===== config.mk =====
export PLATFORM = sky130hd
export DESIGN_NAME = formula_simplify
export DESIGN_NICKNAME = d
export VERILOG_FILES = /design/src/rtl/common_pkg.sv /design/src/rtl/clause_reduce.sv /design/src/rtl/formula_simplify.sv
export SDC_FILE = /design/constraint.sdc
export NUM_CORES = 1
export LEC_CHECK = 0
export ABC_AREA = 0
export BUFFER_PORTS_ARGS = -buffer_cell sky130_fd_sc_hd__buf_4
export CAP_MARGIN = 25
export CORE_ASPECT_RATIO = 1.4
export CORE_UTILIZATION = 52
export CTS_CLUSTER_SIZE = 10
export DETAILED_ROUTE_END_ITERATION = 6
export HOLD_SLACK_MARGIN = 0.05
export PLACE_DENSITY = 0.72
export SLEW_MARGIN = 20
export SYNTH_ARGS = -nofsm -noshare
export SYNTH_HDL_FRONTEND = slang
export SYNTH_SLANG_ARGS = --single-unit
export TNS_END_PERCENT = 50

===== constraint.sdc =====
create_clock -name clk -period 5.7 [get_ports clk]
set_clock_uncertainty 0.05 [all_clocks]
set_input_delay 1.14 -clock clk [delete_from_list [all_inputs] [get_ports clk]]
set_output_delay 1.14 -clock clk [all_outputs]
set_load 0.005 [all_outputs]

===== src/rtl/common_pkg.sv =====
// rtl/common_pkg.sv - shared literal/clause/formula types for the DPLL datapath
package common;

    localparam int number_literal = 5;
    localparam int number_clauses = 10;

    typedef struct packed {
        logic [2:0] num;
        logic       val;
    } lit;

    typedef struct packed {
        lit [number_literal-1:0] lits;
        logic [2:0]              len;
    } clause;

    typedef struct packed {
        clause [number_clauses-1:0] clauses;
        logic [3:0]                 len;
    } formula;

    localparam lit     zero_lit     = '0;
    localparam clause  zero_clause  = '0;
    localparam formula zero_formula = '0;

    localparam int lit_w     = $bits(lit);
    localparam int clause_w  = $bits(clause);
    localparam int formula_w = $bits(formula);

    typedef enum logic [1:0] {FS_IDLE, FS_SCAN, FS_DONE} fs_state_t;

    // Polarity is deliberately ignored: the caller decides satisfied vs falsified.
    function automatic logic lit_matches(lit a, lit b);
        return a.num == b.num;
    endfunction

endpackage


===== src/rtl/clause_reduce.sv =====
// rtl/clause_reduce.sv - applies one literal to a clause and compacts the survivors
module clause_reduce
    import common::*;
(
    input  logic [clause_w-1:0] in_clause,
    input  logic [lit_w-1:0]    in_lit,
    output logic                sat,
    output logic [clause_w-1:0] out_clause
);

    clause      c;
    lit         a;
    clause      r;
    logic [2:0] clen;
    logic [2:0] cnt;

    assign c          = clause'(in_clause);
    assign a          = lit'(in_lit);
    assign out_clause = r;

    // cnt is the running prefix count of kept slots, i.e. each survivor's target slot.
    always_comb begin
        r    = zero_clause;
        sat  = 1'b0;
        cnt  = 3'd0;
        clen = (c.len > 3'(number_literal)) ? 3'(number_literal) : c.len;
        for (int i = 0; i < number_literal; i++) begin
            if (3'(i) < clen) begin
                if (lit_matches(c.lits[i], a)) begin
                    if (c.lits[i].val == a.val) sat = 1'b1;
                end else begin
                    r.lits[cnt] = c.lits[i];
                    cnt         = cnt + 3'd1;
                end
            end
        end
        r.len = cnt;
    end

endmodule


===== src/rtl/formula_simplify.sv =====
// rtl/formula_simplify.sv - clause-serial application of one assignment to a formula
module formula_simplify
    import common::*;
#(
    parameter bit EARLY_ABORT = 1'b1
) (
    input  logic                 clk,
    input  logic                 rst_n,
    input  logic                 in_valid,
    output logic                 in_ready,
    input  logic [formula_w-1:0] in_formula,
    input  logic [lit_w-1:0]     in_assign,
    output logic                 out_valid,
    input  logic                 out_ready,
    output logic [formula_w-1:0] out_formula,
    output logic                 out_sat,
    output logic                 out_conflict,
    output logic                 busy
);

    fs_state_t  state, state_next;
    formula     f_in;
    formula     job;
    formula     res;
    lit         asg;
    logic [3:0] in_len, job_len, rd_idx, wr_idx;
    logic       conflict, done_flag;
    logic       cl_sat;
    logic [clause_w-1:0] cl_red_bits;
    clause      cl_red;
    logic       empty, last;

    assign f_in   = formula'(in_formula);
    assign in_len = (f_in.len > 4'(number_clauses)) ? 4'(number_clauses) : f_in.len;

    clause_reduce u_reduce (
        .in_clause  (job.clauses[rd_idx]),
        .in_lit     (asg),
        .sat        (cl_sat),
        .out_clause (cl_red_bits)
    );

    assign cl_red = clause'(cl_red_bits);
    assign empty  = !cl_sat && (cl_red.len == 3'd0);
    assign last   = (rd_idx == job_len - 4'd1);

    always_ff @(posedge clk or negedge rst_n) begin
        if (!rst_n) state <= FS_IDLE;
        else        state <= state_next;
    end

    always_comb begin
        state_next = state;
        in_ready   = 1'b0;
        out_valid  = 1'b0;
        case (state)
            FS_IDLE: begin
                in_ready = 1'b1;
                if (in_valid) state_next = (in_len == 4'd0) ? FS_DONE : FS_SCAN;
            end
            FS_SCAN: begin
                if (last || (empty && EARLY_ABORT)) state_next = FS_DONE;
            end
            FS_DONE: begin
                out_valid = 1'b1;
                if (out_ready) state_next = FS_IDLE;
            end
            default: state_next = FS_IDLE;
        endcase
    end

    always_ff @(posedge clk or negedge rst_n) begin
        if (!rst_n) begin
            job       <= zero_formula;
            asg       <= zero_lit;
            job_len   <= 4'd0;
            rd_idx    <= 4'd0;
            wr_idx    <= 4'd0;
            conflict  <= 1'b0;
            done_flag <= 1'b0;
            res       <= zero_formula;
        end else begin
            if (state == FS_IDLE && in_valid) begin
                job       <= f_in;
                asg       <= lit'(in_assign);
                job_len   <= in_len;
                rd_idx    <= 4'd0;
                wr_idx    <= 4'd0;
                conflict  <= 1'b0;
                done_flag <= (in_len == 4'd0);
                res       <= zero_formula;
            end else if (state == FS_SCAN) begin
                rd_idx <= rd_idx + 4'd1;
                // An emptied clause is still stored so downstream sees the conflict site.
                if (!cl_sat) begin
                    res.clauses[wr_idx] <= cl_red;
                    res.len             <= wr_idx + 4'd1;
                    wr_idx              <= wr_idx + 4'd1;
                end
                if (empty) conflict <= 1'b1;
                if (state_next == FS_DONE) done_flag <= 1'b1;
            end
        end
    end

    assign out_formula  = res;
    assign out_conflict = conflict;
    assign out_sat      = done_flag && (wr_idx == 4'd0) && !conflict;
    assign busy         = (state != FS_IDLE);

endmodule


; ---- Word-level counts from Yosys, hierarchy flattened
; Cells that the tools add are included.
[word_totals]
input_bits = 242
output_inout_bits = 239
wordCells = 367
register_bits = 484
[classes]
n_reduce_logical = 23
magnitude_cmp = 18
addsub = 7
eq_ne = 15
muxes = 75
[op_table]
columns = cell, n
row1 = 234-bit two-way mux, 3
row2 = 230-bit bitwise mux, 1
row3 = 20-bit two-way mux, 8
row4 = 23-bit binary-select mux with 4-bit select, 1
row5 = 23-bit demux with 4-bit select, 1
row6 = 20-bit bitwise mux, 4
row7 = 4-bit demux with 3-bit select, 4
row8 = 4-bit two-way mux, 12
row9 = 23-bit two-way mux, 2
row10 = 3-bit two-way mux, 10
row11 = 1-bit two-way mux, 24
row12 = "3-bit by 4-bit less-than comparator with 1-bit output, second input constant", 4
row13 = 3-bit equality test, 5
row14 = "3-bit by 1-bit adder with 3-bit output, second input constant", 4
row15 = "3-bit by 1-bit >= comparator with 1-bit output, second input constant", 4
row16 = "4-bit by 5-bit less-than comparator with 1-bit output, second input constant", 2
row17 = 1-bit logical AND, 9
row18 = "4-bit by 1-bit adder with 4-bit output, second input constant", 2
row19 = 4-bit zero test, 2
row20 = 2-bit two-way mux, 4
row21 = 2-bit nonzero test, 4
row22 = "1-bit by 3-bit less-than comparator with 1-bit output, first input constant", 2
row23 = "2-bit by 3-bit less-than comparator with 1-bit output, first input constant", 2
row24 = 2-bit one-hot mux with 3 select lines, 1
row25 = 15 further kinds, 23

; ---- Longest topological paths before layout
[depth]
word_depth = 27
mapped_depth = 22
mapped_depth_nobuf = 17

; ---- Modules after synthesis
; From an unflattened synthesis, not the netlist that was laid out.
[hier_totals]
cells_unflattened = 2319
area_unflattened_um2 = 21892.2
[by_module_without_submodules]
columns = mod, area_each_um2, instances, cells_each, seq_area_each_um2
row1 = formula_simplify, 20528.4, 1, 2132, 12011.5
row2 = clause_reduce, 1363.8, 1, 187, 0.0

; ---- Least setup slack after synthesis
; No wires, ideal clock.
[synth_path]
path_type = register -> register
startpoint = reg rd_idx[0]
endpoint = reg res (netlist bit out_formula[120])
setup_slack_ns = 0.919
required_ns = 5.511
stages_incl_launch_ff = 18
setup_ns = 0.139
arrival_ns = 4.592
cell_sequence = dfrtp_1 > buf_6 > buf_12 > mux4_2 > nor2_1 > o41a_2 > and3_1 > a31oi_1 > ha_1 > mux2_2 > ha_1 > mux2i_1 > ha_1 > mux2_2 > ha_1 > mux2i_1 > clkbuf_1 > mux2i_1
[synth_via]
elab_chain_cells = 22
elab_cells_between_ends = 54
[synth_rtl]
columns = element, line_no
row1 = "start, declared", formula_simplify.sv:26  ; logic [3:0] in_len, job_len, rd_idx, wr_idx;
row2 = "start signal, assigned", formula_simplify.sv:93  ; rd_idx <= rd_idx + 4'd1;
row3 = 23-bit binary-select mux with 4-bit select (*), formula_simplify.sv:37  ; .in_clause (job.clauses[rd_idx]),
row4 = 23-bit two-way mux (implied by the code) (*), formula_simplify.sv:37
row5 = 3-bit > comparator, clause_reduce.sv:26  ; clen = (c.len > 3'(number_literal)) ? 3'(number_literal) : c.len;
row6 = 3-bit two-way mux, clause_reduce.sv:26
row7 = 1-bit by 3-bit less-than comparator with 1-bit output, clause_reduce.sv:28  ; if (3'(i) < clen) begin
row8 = 3-bit two-way mux, clause_reduce.sv:28
row9 = 3-bit by 1-bit adder with 3-bit output, clause_reduce.sv:33  ; cnt = cnt + 3'd1;
row10 = 3-bit two-way mux, clause_reduce.sv:29  ; if (lit_matches(c.lits[i], a)) begin
row11 = [... 6 more ...], --
row12 = 3-bit two-way mux, clause_reduce.sv:28
row13 = 3-bit by 1-bit adder with 3-bit output, clause_reduce.sv:33
row14 = 3-bit two-way mux, clause_reduce.sv:29
row15 = 3-bit two-way mux, clause_reduce.sv:28
row16 = 230-bit bitwise mux, formula_simplify.sv:96  ; res.clauses[wr_idx] <= cl_red;
row17 = 234-bit two-way mux, formula_simplify.sv:95  ; if (!cl_sat) begin
row18 = 234-bit two-way mux, formula_simplify.sv:92  ; end else if (state == FS_SCAN) begin
row19 = 234-bit two-way mux, formula_simplify.sv:83  ; if (state == FS_IDLE && in_valid) begin
row20 = "end signal, assigned", formula_simplify.sv:81  ; res <= zero_formula;
row21 = "end signal, assigned", formula_simplify.sv:91  ; res <= zero_formula;
row22 = "end, declared", formula_simplify.sv:24  ; formula res;
; Mark *: on every way between the ends. The rest lies on a longest branch, timed or not. The select of a mux whose other input is x is not followed.
; A chain may end at the register's enable or synchronous reset.

; ---- Final worst setup path
[layout_path]
startpoint = reg rd_idx[0]
endpoint = reg res (netlist bit out_formula[66])
[layout_via]
elab_chain_cells = 26
elab_cells_between_ends = 83
[layout_rtl]
columns = element, line_no
row1 = 23-bit binary-select mux with 4-bit select (*), formula_simplify.sv:37
row2 = 23-bit two-way mux (implied by the code) (*), formula_simplify.sv:37
row3 = 3-bit > comparator, clause_reduce.sv:26
row4 = 3-bit two-way mux, clause_reduce.sv:26
row5 = 1-bit by 3-bit less-than comparator with 1-bit output, clause_reduce.sv:28
row6 = 3-bit two-way mux, clause_reduce.sv:28
row7 = 3-bit by 1-bit adder with 3-bit output (tied with other cells), clause_reduce.sv:33
row8 = 3-bit two-way mux / 1-bit logical AND (equally long branches), "clause_reduce.sv:29, clause_reduce.sv:32"
row9 = [... 10 more ...], --
row10 = 4-bit demux with 3-bit select / 20-bit two-way mux (equally long branches), --
row11 = 20-bit bitwise mux, clause_reduce.sv:32  ; r.lits[cnt] = c.lits[i];
row12 = 20-bit two-way mux, clause_reduce.sv:29
row13 = 20-bit two-way mux, clause_reduce.sv:28
row14 = 230-bit bitwise mux, formula_simplify.sv:96
row15 = 234-bit two-way mux, formula_simplify.sv:95
row16 = 234-bit two-way mux, formula_simplify.sv:92
row17 = 234-bit two-way mux, formula_simplify.sv:83
; Marks and branches as above.

==> impl_results.md <==
* Die footprint at around 45000 um2
* Post-synth top flop: dfrtp_1
* Congestion Overflow GR at 0
* Final setup vio count at 0
* Worst-path clk slew at around 0.06 ns
* Most frequent cells in the layout: 952 x nand2_1, 506 x buf_4, 478 x dfrtp_1
* Placer Congestion at between 0.8 and 0.9
* Register area at between 10000 and 15000 um2
* Multi-input logic area at roughly 10000 um2
* # rows at 91
* Pint at 9980 uW
* Router iterations before antenna repair at 5
* Pwr Total at about 18000 uW
* Final-report max-slew violation count at 0
* Post-route DRC at 0
* Ant. Diodes at 0
* Sequential share of power at around 28%
* Root Buffer: clkbuf_16
* CTS tree: built
* VDD IR max at approximately 640 uV
* CTS buffer count at 54
* Worst setup SP type: register
* Worst reg2reg path startpoint: rd_idx[0]$_DFFE_PN0P_
* Antenna-violating nets left at 0
* Area grow syn2layout at 21.8%
* Global-route wire length before repair at 103000 um
* Most common cell after layout, fill and taps aside: nand2_1
* Synthesized area per cell at 10.4 um2
* Final TNS setup at 0 ns
* Worst-Margin Slew at 1.01 ns
* Via density per instance at between 5 and 6
* Area of the core at 43900 um2
* CTS H-tree depth at 2
* Post-layout min period at ~5.4 ns
* Yosys cell types at between 80 and 90
* Largest fanout on the critical path at 23
* R2R cell count at 15
* Initial antenna violation count at 0
* Clk_lat worst skew at 0.58 ns
* Maxcap violations at 0
* Sw power at about 8500 uW
* Req. time, crit path at between 6 and 7 ns
* Vias in the first global route at roughly 18000
* DR WL met3 at roughly 3400 um
* Fmax at 0.184 GHz
* Final hold viol count at 0
* Clk pwr share at between 10% and 20%
* Comb pwr share at 55.8%
* Die width at approximately 180 um
* Hold Path Class: reg2reg
* Share of cells above drive strength 1 at around 26%
* Status: completed
* Io pins at roughly 480
* RSZ-0062 raised after global routing: true
* Synth Register Bits at between 400 and 500
* Placed Cells incl. Taps at 3159
* Flop2flop setup slack at between 0.2 and 0.3 ns
* Post-layout net count at around 2900
* Post-DP HPWL at roughly 48000 um
* Worst Hold Launch: job[33]$_DFFE_PN0P_
* Final worst setup slack at between 0.2 and 0.3 ns
* Hold Path Depth at 2
* Cells after synthesis at 2230
* Asr flop ratio synth at 100%
* Post-DP Area at 26700 um2
* Period utilization at between 90% and 100%
* Critical path arrival at around 5.8 ns
* Met2 wire length at roughly 35000 um
* CP Class: reg2reg
* GRT Overall Usage at roughly 30%
* Met1 Wirelength at approximately 27000 um
* Synthesized area at ~23000 um2
* Yosys Warn Count at 0
* Pin count of the biggest net entering global routing at 212
* Die Y-Extent at about 250 um
* Reg2reg end: out_formula[66]$_DFFE_PN0P_
* P_leak at 0.0139 uW
* Post-synth EDFFs at 0
* Post-synth net total at about 2500
* Nature of the critical path endpoint: register
* # fillers at ~3500
* Seq/Total Area, Yosys at roughly half
* PD cells at between 600 and 700 nW/um2
* Port Buffers at between 400 and 500
* DP Worst Slack at 0.286 ns
* Drt wl/cell at 21.0 um
* Top layer used by detailed routing: met4
* Switching share of power at 45.9%
* Post-Route WL at 67800 um
* CTS max path bufs at 3
* Max_slew headroom at approximately a third
* Non-filler cells, final at 3224
* Sink Count at 480
* Hold endpoint: job[33]$_DFFE_PN0P_
* Starting density of the core at roughly 53%
* Cell area after layout at 28200 um2
* 1st-iter DRT viols at around 1300
* Via count at between 15000 and 20000
worst max-delay path, cell delays in order, from the launching register on:
cell and delay [ns]:
dfrtp_4 0.73, mux4_1 0.74, mux2i_1 0.23, o22a_1 0.24
xor2_1 0.20, a31oi_1 0.14, ha_1 0.34, mux2_2 0.32
ha_1 0.35, mux2i_1 0.11, ha_1 0.24, xnor2_1 0.25
o32ai_1 0.14, nand2b_1 0.44, mux2i_4 0.59, mux2i_1 0.16
worst max-delay path by stage:
stage	start	to	slack (ns)	cells past startpoint
detailed placement	rd_idx[0]$_DFFE_PN0P_	out_formula[131]$_DFFE_PN0P_	0.29	15
global route	rd_idx[0]$_DFFE_PN0P_	out_formula[176]$_DFFE_PN0P_	-0.009	15
global placement	rd_idx[0]$_DFFE_PN0P_	out_formula[157]$_DFFE_PN0P_	0.35	15
CTS	rd_idx[0]$_DFFE_PN0P_	out_formula[66]$_DFFE_PN0P_	0.21	15
finish	rd_idx[0]$_DFFE_PN0P_	out_formula[66]$_DFFE_PN0P_	0.27	15
floorplan	rd_idx[0]$_DFFE_PN0P_	out_formula[120]$_DFFE_PN0P_	0.92	17
power groups by stage:
stage	Sequential [uW]	Combinational (uW)	Clock (uW)
2_1_floorplan	4850	7260	0
3_3_place_gp	5110	10100	0
3_5_place_dp	5150	10300	0
4_1_cts	5100	10300	3090
5_1_grt	5200	11000	3220
6_report	5100	10300	3050
cell usage after synthesis (all sizes together), types with 3 or more instances:
master / count / area [um2]
o21a: 4 / 31.3
mux2: 14 / 158
o31ai: 3 / 27.5
nor2: 34 / 130
a211oi: 3 / 22.5
ha: 13 / 163
buf: 57 / 689
xnor2: 18 / 165
a22oi: 11 / 87.6
mux4: 24 / 567
o211ai: 3 / 22.5
and4: 4 / 40.0
xor2: 10 / 103
nand3: 10 / 55.1
dlygate4sd3: 4 / 40.0
and2: 7 / 47.6
dfrtp: 480 / 12000
nand4: 7 / 50.1
a221o: 4 / 40.0
nand2b: 8 / 50.1
a22o: 8 / 70.1
inv: 15 / 56.3
clkbuf: 87 / 447
a221oi: 9 / 78.8
o21ai: 13 / 95.1
a31oi: 7 / 43.8
nor4: 4 / 37.5
o31a: 4 / 35.0
mux2i: 322 / 3440
nor3: 6 / 40.0
nand2: 953 / 3580
o22ai: 12 / 123
nor2b: 8 / 50.1
and3: 9 / 57.6
nand3b: 4 / 30.0
a21oi: 20 / 126
repair_timing:
action,4_1_cts,5_1_grt
gates resized for setup,0,1
endpoints found under the setup margin,0,56
hold buffers,0,0
buffers inserted,0,0
sequential cells by signal, indices dropped and copies added (netlist names):
register	flops
job	230
asg	4
job_len	4
rd_idx	4
done_flag	1
state	2
out_formula	234
out_conflict	1
kinds of logic (layout without fill, tap and decap cells):
family,after synthesis,count (layout),share of synthesized area (%)
simple gates,1064,1064,18.5
flops,480,480,51.9
mux,360,360,18.0
buf+inv,165,601,5.52
compound gates,120,120,4.30
xor+xnor,28,28,1.16
fa+ha+maj,13,13,0.703
per-layer routing:
metal,global-route usage [%],vias up
met4,13.9,0
met2,51.9,613
met5,0,-
met1,36.7,8712
li1,-,8192
met3,3.51,145
per-stage QoR:
stage / util (%) / hold WS (ns)
6_report: 64.2 / 0.419
5_1_grt: 64.2 / 0.436
4_1_cts: 64.2 / 0.421
3_5_place_dp: 60.8 / 0.408
3_3_place_gp: 60.8 / 0.399
2_1_floorplan: - / 0.387
final cells by class:
class | instances | area share (%)
Clock buffer | 64 | 5.19
Sequential cell | 480 | 42.6
Tap cell | 558 | 2.48
Inverter | 15 | 0.200
Multi-Input combinational cell | 1585 | 35.0
Timing Repair Buffer | 521 | 14.5
Clock inverter | 1 | 0.0177
No activity file was read; power rests on OpenSTA's default activity.
